===== src/rtl/well_state_detector.sv =====
// Well state detector: classifies a filtered position into a low or high
// well using hysteresis thresholds plus a debounce count, and reports
// transitions, residence time (dwell) and a saturating transition count.
module well_state_detector #(
   parameter int WIDTH     = 16,
   parameter int CNT_WIDTH = 32,
   parameter int DEB_WIDTH = 16
) (
   input  logic                        clk_i,
   input  logic                        rst_i,
   input  logic signed [WIDTH-1:0]     data_i,
   input  logic signed [WIDTH-1:0]     thr_low_i,
   input  logic signed [WIDTH-1:0]     thr_high_i,
   input  logic        [DEB_WIDTH-1:0] debounce_i,
   input  logic                        clear_i,
   output logic                        state_o,
   output logic                        valid_o,
   output logic                        switch_o,
   output logic        [CNT_WIDTH-1:0] dwell_o,
   output logic                        dwell_valid_o,
   output logic        [CNT_WIDTH-1:0] n_switch_o
);

   typedef enum logic [2:0] {
      ACQ,
      LOW,
      HIGH,
      PEND_HIGH,
      PEND_LOW
   } state_t;

   state_t                 r_state;
   logic                   r_hi_flag;
   logic                   r_lo_flag;
   logic [DEB_WIDTH-1:0]   r_pend;
   logic                   r_dir;
   logic [CNT_WIDTH-1:0]   r_dwell_cnt;
   logic                   r_first_dwell;
   logic                   r_state_o;
   logic                   r_valid;
   logic                   r_switch;
   logic [CNT_WIDTH-1:0]   r_dwell;
   logic                   r_dwell_valid;
   logic [CNT_WIDTH-1:0]   r_n_switch;

   logic                   w_hi;
   logic                   w_lo;
   logic [DEB_WIDTH:0]     w_deb_eff;
   logic [DEB_WIDTH:0]     w_pend_inc;
   logic [DEB_WIDTH:0]     w_acq_cnt;
   logic                   w_first_ok;
   logic                   w_pend_ok;
   logic                   w_acq_ok;
   logic                   w_acquire;
   logic                   w_go_high;
   logic                   w_go_low;
   logic                   w_switch;
   logic [CNT_WIDTH-1:0]   w_dwell_inc;
   logic [CNT_WIDTH-1:0]   w_nsw_inc;

   // A sample above the upper and below the lower threshold at once
   // (inverted thresholds) counts as in-band.
   assign w_hi = r_hi_flag & ~r_lo_flag;
   assign w_lo = r_lo_flag & ~r_hi_flag;

   // Debounce setting of zero confirms on the first qualifying sample.
   assign w_deb_eff  = (debounce_i == '0) ? (DEB_WIDTH+1)'(1) : {1'b0, debounce_i};
   assign w_pend_inc = {1'b0, r_pend} + (DEB_WIDTH+1)'(1);

   // In ACQ one counter serves both directions: a direction change restarts at 1.
   assign w_acq_cnt  = (w_hi == r_dir) ? w_pend_inc : (DEB_WIDTH+1)'(1);

   assign w_first_ok = ((DEB_WIDTH+1)'(1) >= w_deb_eff);
   assign w_pend_ok  = (w_pend_inc >= w_deb_eff);
   assign w_acq_ok   = (w_acq_cnt >= w_deb_eff);

   assign w_acquire  = (r_state == ACQ) && (w_hi || w_lo) && w_acq_ok;
   assign w_go_high  = w_hi && (((r_state == LOW) && w_first_ok) ||
                                ((r_state == PEND_HIGH) && w_pend_ok));
   assign w_go_low   = w_lo && (((r_state == HIGH) && w_first_ok) ||
                                ((r_state == PEND_LOW) && w_pend_ok));
   assign w_switch   = w_go_high || w_go_low;

   assign w_dwell_inc = (&r_dwell_cnt) ? r_dwell_cnt : r_dwell_cnt + CNT_WIDTH'(1);
   assign w_nsw_inc   = (&r_n_switch)  ? r_n_switch  : r_n_switch + CNT_WIDTH'(1);

   // Compare stage: register threshold crossings of each sample.
   always_ff @(posedge clk_i) begin
      if (rst_i) begin
         r_hi_flag <= 1'b0;
         r_lo_flag <= 1'b0;
      end else begin
         r_hi_flag <= (data_i > thr_high_i);
         r_lo_flag <= (data_i < thr_low_i);
      end
   end

   // Well FSM with debounce, dwell measurement and transition statistics.
   always_ff @(posedge clk_i) begin
      if (rst_i) begin
         r_state       <= ACQ;
         r_pend        <= '0;
         r_dir         <= 1'b0;
         r_dwell_cnt   <= '0;
         r_first_dwell <= 1'b1;
         r_state_o     <= 1'b0;
         r_valid       <= 1'b0;
         r_switch      <= 1'b0;
         r_dwell       <= '0;
         r_dwell_valid <= 1'b0;
         r_n_switch    <= '0;
      end else begin
         r_switch      <= 1'b0;
         r_dwell_valid <= 1'b0;
         if (r_state != ACQ) r_dwell_cnt <= w_dwell_inc;

         case (r_state)
            ACQ: begin
               if (w_acquire) begin
                  r_state       <= w_hi ? HIGH : LOW;
                  r_state_o     <= w_hi;
                  r_valid       <= 1'b1;
                  r_pend        <= '0;
                  r_dwell_cnt   <= CNT_WIDTH'(1);
                  r_first_dwell <= 1'b1;
               end else if (w_hi || w_lo) begin
                  r_pend <= w_acq_cnt[DEB_WIDTH-1:0];
                  r_dir  <= w_hi;
               end else begin
                  r_pend <= '0;
               end
            end
            LOW: begin
               if (w_go_high) begin
                  r_state <= HIGH;
               end else if (w_hi) begin
                  r_state <= PEND_HIGH;
                  r_pend  <= DEB_WIDTH'(1);
               end
            end
            HIGH: begin
               if (w_go_low) begin
                  r_state <= LOW;
               end else if (w_lo) begin
                  r_state <= PEND_LOW;
                  r_pend  <= DEB_WIDTH'(1);
               end
            end
            PEND_HIGH: begin
               if (w_go_high) begin
                  r_state <= HIGH;
                  r_pend  <= '0;
               end else if (w_hi) begin
                  r_pend  <= w_pend_inc[DEB_WIDTH-1:0];
               end else begin
                  r_state <= LOW;
                  r_pend  <= '0;
               end
            end
            PEND_LOW: begin
               if (w_go_low) begin
                  r_state <= LOW;
                  r_pend  <= '0;
               end else if (w_lo) begin
                  r_pend  <= w_pend_inc[DEB_WIDTH-1:0];
               end else begin
                  r_state <= HIGH;
                  r_pend  <= '0;
               end
            end
            default: begin
               r_state <= ACQ;
               r_pend  <= '0;
            end
         endcase

         // Statistics; a clear in the same cycle as a transition wins over
         // the dwell report but still counts the transition itself.
         if (w_switch) begin
            r_switch      <= 1'b1;
            r_state_o     <= w_go_high;
            r_dwell_cnt   <= CNT_WIDTH'(1);
            r_first_dwell <= 1'b0;
            if (clear_i) begin
               r_n_switch <= CNT_WIDTH'(1);
               r_dwell    <= '0;
            end else begin
               r_n_switch <= w_nsw_inc;
               if (!r_first_dwell) begin
                  r_dwell       <= r_dwell_cnt;
                  r_dwell_valid <= 1'b1;
               end
            end
         end else if (clear_i) begin
            r_n_switch <= '0;
            r_dwell    <= '0;
         end
      end
   end

   assign state_o       = r_state_o;
   assign valid_o       = r_valid;
   assign switch_o      = r_switch;
   assign dwell_o       = r_dwell;
   assign dwell_valid_o = r_dwell_valid;
   assign n_switch_o    = r_n_switch;

endmodule


===== config.mk =====
export PLATFORM = sky130hd
export DESIGN_NAME = well_state_detector
export DESIGN_NICKNAME = d
export VERILOG_FILES = /design/src/rtl/well_state_detector.sv
export SDC_FILE = /design/constraint.sdc
export NUM_CORES = 1
export LEC_CHECK = 0
export CELL_PAD_IN_SITES_DETAIL_PLACEMENT = 1
export CELL_PAD_IN_SITES_GLOBAL_PLACEMENT = 2
export CORE_ASPECT_RATIO = 1.25
export CORE_MARGIN = 2
export CORE_UTILIZATION = 33
export DETAILED_ROUTE_END_ITERATION = 8
export GPL_ROUTABILITY_DRIVEN = 0
export GPL_TIMING_DRIVEN = 0
export PLACE_DENSITY_LB_ADDON = 0.1
export SETUP_SLACK_MARGIN = 0.2
export SLEW_MARGIN = 40
export SYNTH_ARGS = -nofsm -noshare
export SYNTH_HDL_FRONTEND = slang
export SYNTH_SLANG_ARGS = --single-unit

===== constraint.sdc =====
create_clock -name clk_i -period 5.97 [get_ports clk_i]
set_input_delay 1.194 -clock clk_i [delete_from_list [all_inputs] [get_ports clk_i]]
set_output_delay 1.194 -clock clk_i [all_outputs]
set_load 0.005 [all_outputs]

==> flow_metrics.env <==
export IMPL_synth_seq_cells=123
export IMPL_synth_ff_type="dfxtp_1"
export IMPL_crit_path_end="r_dwell_cnt[24]"
export IMPL_clockBufferDepth=2
export IMPL_ys_seq_area_share_pct=33.69
export IMPL_tightest_slew_ps=692.4
export IMPL_synth_edf_count=0
export IMPL_slowest_stage="or4_1"
export IMPL_grt_max_degree=17
export IMPL_io_buffers=134
export IMPL_ys_warn_count=0
export IMPL_dieArea_um2=23360
export IMPL_instances_no_fill=1369
export IMPL_grt_overflow_total=0
export IMPL_r2r_slack_ps=1060
export IMPL_wl_per_cell_um=15.27
export IMPL_n_antenna_cell=0
export IMPL_wl_um=20900
export IMPL_viasPerCell=4.989
export IMPL_multiInputGateArea_um2=4443
export IMPL_drt_pass1_iter_count=5
export IMPL_min_period_ps=5150
export IMPL_start_kind="input port"
export IMPL_cp_data_arrival_time_ps=5490
export IMPL_die_w_um=137.1
export IMPL_setup_violations=0
export IMPL_seqCellArea_um2=2462
export IMPL_drc=0
export IMPL_avgSynthCellArea_um2=7.909
export IMPL_cp_cell_sequence="clkdlybuf4s50_1 > or4_1 > or4_1 > nand2b_1 > ha_1 > nor3b_1 > o21ai_0 > a2111oi_2 > a32oi_4 > a21oi_1 > nand2b_1 > clkbuf_1 > a21oi_1"
export IMPL_p_leak_uw=0.003696
export IMPL_ant_nets=0
export IMPL_max_slew_margin_rel_pct=53.67
export IMPL_critPathMaxFanout=10
export IMPL_htreeDepth=4
export IMPL_rsz0062_at_grt="no"
export IMPL_worst_setup_path_type="input port to flop"
export IMPL_synth_area_um2=7308
export IMPL_drtIter0Drc=143
export IMPL_core_area_um2=21620
export IMPL_grt_usage_pct=18.77
export IMPL_crit_path_start="debounce_i[8]"
export IMPL_place_hpwl_um=16430
export IMPL_min_period_over_period_pct=86.27
export IMPL_syn_instance_count=924
export IMPL_powerDensity_nw_per_um2=219.3
export IMPL_cts_sinks=123
export IMPL_crit_required_ps=6310
export IMPL_tritoncts="built"
export IMPL_root_buffer="clkbuf_16"
export IMPL_grt_pass1_wl_um=34950
export IMPL_drive_above_1_share_pct=6.606
export IMPL_insertion_delay_ps=430
export IMPL_fmax_mhz=194.2
export IMPL_synthArstFlopShare_pct=0
export IMPL_ctsHoldBuffers=0
export IMPL_initial_utilization_pct=33.80
export IMPL_synth_distinct_cells=56
export IMPL_synth_nets=1059
export IMPL_path_clk_slew_ps=60
export IMPL_final_util_pct=44.55
export IMPL_status="completed"
export IMPL_dr_total_vias=6830
export IMPL_antenna_found_initial=0
export IMPL_fillers=2643
export IMPL_grt_pass1_vias=7078
export IMPL_fp_row_count=60
export IMPL_finClkSkew_ps=16.27
export IMPL_hold_viol_final=0
export IMPL_hold_path_class="flop to flop"
export IMPL_max_vdd_ir_drop_mv=0.2090
export IMPL_worstSetupEndpointType="flop"
export IMPL_place_inst=1337
export IMPL_reg2reg_depth=19
export IMPL_numCtsBuffers=17
export IMPL_maxCapViolations=0
export IMPL_post_cts_buffers=0
export IMPL_critPathMaxStageDelay_ps=710
export IMPL_r2r_start="r_pend[2]"
export IMPL_slew_violations=0
export IMPL_worstReg2RegEnd="r_dwell_cnt[24]"
export IMPL_tns_ps=0
export IMPL_die_y_um=170.4
export IMPL_ios=135
export IMPL_design_final_nets=1212
export IMPL_syn_to_final_growth_pct=31.79
export IMPL_cts_resized=0
flip-flops by register name, summed over array words and instances, names as in the netlist:
name and flops:
state_o 1, dwell_valid_o 1, dwell_o 32, r_dir 1, valid_o 1, r_dwell_cnt 32
switch_o 1, r_pend 16, r_hi_flag 1, r_first_dwell 1, r_lo_flag 1, r_state 3
n_switch_o 32
metrics by stage:
| step | setup slack (ps) | area (µm²) | power, µW | hold slack, ps |
|---|---|---|---|---|
| after floorplan | 1523 | 7308 | 950.5 | 445.9 |
| after global placement | 403.3 | 8999 | 1040 | 444.3 |
| after detailed placement | 387.9 | 9006 | 1044 | 449.5 |
| after CTS | 787.5 | 9618 | 2144 | 458.3 |
| after global routing | 537.4 | 9632 | 2205 | 480.4 |
| final | 819.7 | 9632 | 2113 | 453.8 |
per-layer routing:
layer | GRT usage (%) | share of wire (%) | wire length (µm)
met1 | 21.54 | 43 | 8888
met2 | 35.19 | 54 | 11280
met3 | 3.277 | 2.4 | 492
met4 | 4.975 | 1.2 | 246
met5 | 0 | 0 | 0
critical path, delay by kind of cell:
family / cells / cell delay [ps]
buffers and inverters: 2 / 740
AND/OR/NAND/NOR: 5 / 1790
adder cells (fa/ha/maj): 1 / 230
AO/OA/AOI/OAI: 5 / 1540
cell families after synthesis:
| family | synth area share [%] |
|---|---|
| fa+ha+maj | 11.64 |
| compound gates | 12.24 |
| buf+inv | 5.804 |
| xor+xnor | 8.269 |
| flops | 33.69 |
| mux | 1.284 |
| simple gates | 27.07 |
synth_stat cells (3+ instances only):
master	instances	area share [%]
dfxtp_1	123	34
nand2_1	113	5.8
nor2_1	108	5.5
a21oi_1	74	5.1
inv_1	71	3.6
ha_1	68	12
xnor2_1	44	5.3
nand3_1	35	2.4
o21ai_0	35	2.4
nand4_1	27	2.3
xor2_1	25	3.0
clkbuf_1	22	1.1
nor3_1	22	1.5
or3_1	14	1.2
and2_1	12	1.0
buf_2	12	0.82
nand2b_1	9	0.77
nor4_1	9	0.77
nor2b_1	8	0.68
a31oi_1	7	0.60
and3_1	7	0.60
and4_1	7	0.84
or2_2	7	0.60
a21o_1	6	0.62
mux2i_1	6	0.82
or4_1	5	0.51
a211oi_1	4	0.41
o21a_1	4	0.41
mux2_2	3	0.46
nor4_4	3	0.87
o21bai_1	3	0.31
report_power, final:
group          leakage (µW)  internal, µW  switching (µW)  total (µW)
logic               0.00241          91.9             102         194
clock network      0.000295           668             421        1090
registers          0.000991           825            4.99         830
total               0.00370          1580             528        2110
cell usage in the layout, fill, tap and decap left out, types with 8 or more instances in the layout:
master and instances:
dfxtp_1 123, buf_2 12, nand2_1 113, ha_1 68
nor4_1 8, inv_1 71, nand4_1 27, nor2b_1 8
o21ai_0 35, nor2_1 108, xnor2_1 43, nand2b_1 9
nand3_1 35, nor3_1 22, clkdlybuf4s50_1 134, clkbuf_16 17
and2_1 12, or3_1 14, xor2_1 24, clkbuf_1 23
a21oi_1 74
final cells by class:
cell class	instances	area share [%]
plain buffers	36	1.637
clock buffers	18	4.456
clock inverters	14	1.897
inverters	71	2.767
multi-input cells	694	46.13
flip-flops and latches	123	25.57
well taps	279	3.624
repair buffers	134	13.93
how the worst min path moves through the flow:
stage / startpoint / cells after the start / endpoint
2_1_floorplan: r_dwell_cnt[18] / 2 / dwell_o[18]
5_1_grt: dwell_o[11] / 2 / dwell_o[11]
6_report: dwell_o[10] / 2 / dwell_o[10]
4_1_cts: dwell_o[10] / 2 / dwell_o[10]
3_3_place_gp: dwell_o[20] / 2 / dwell_o[20]
3_5_place_dp: dwell_o[10] / 2 / dwell_o[10]
Note: power is estimated with default switching activity, not from simulation.
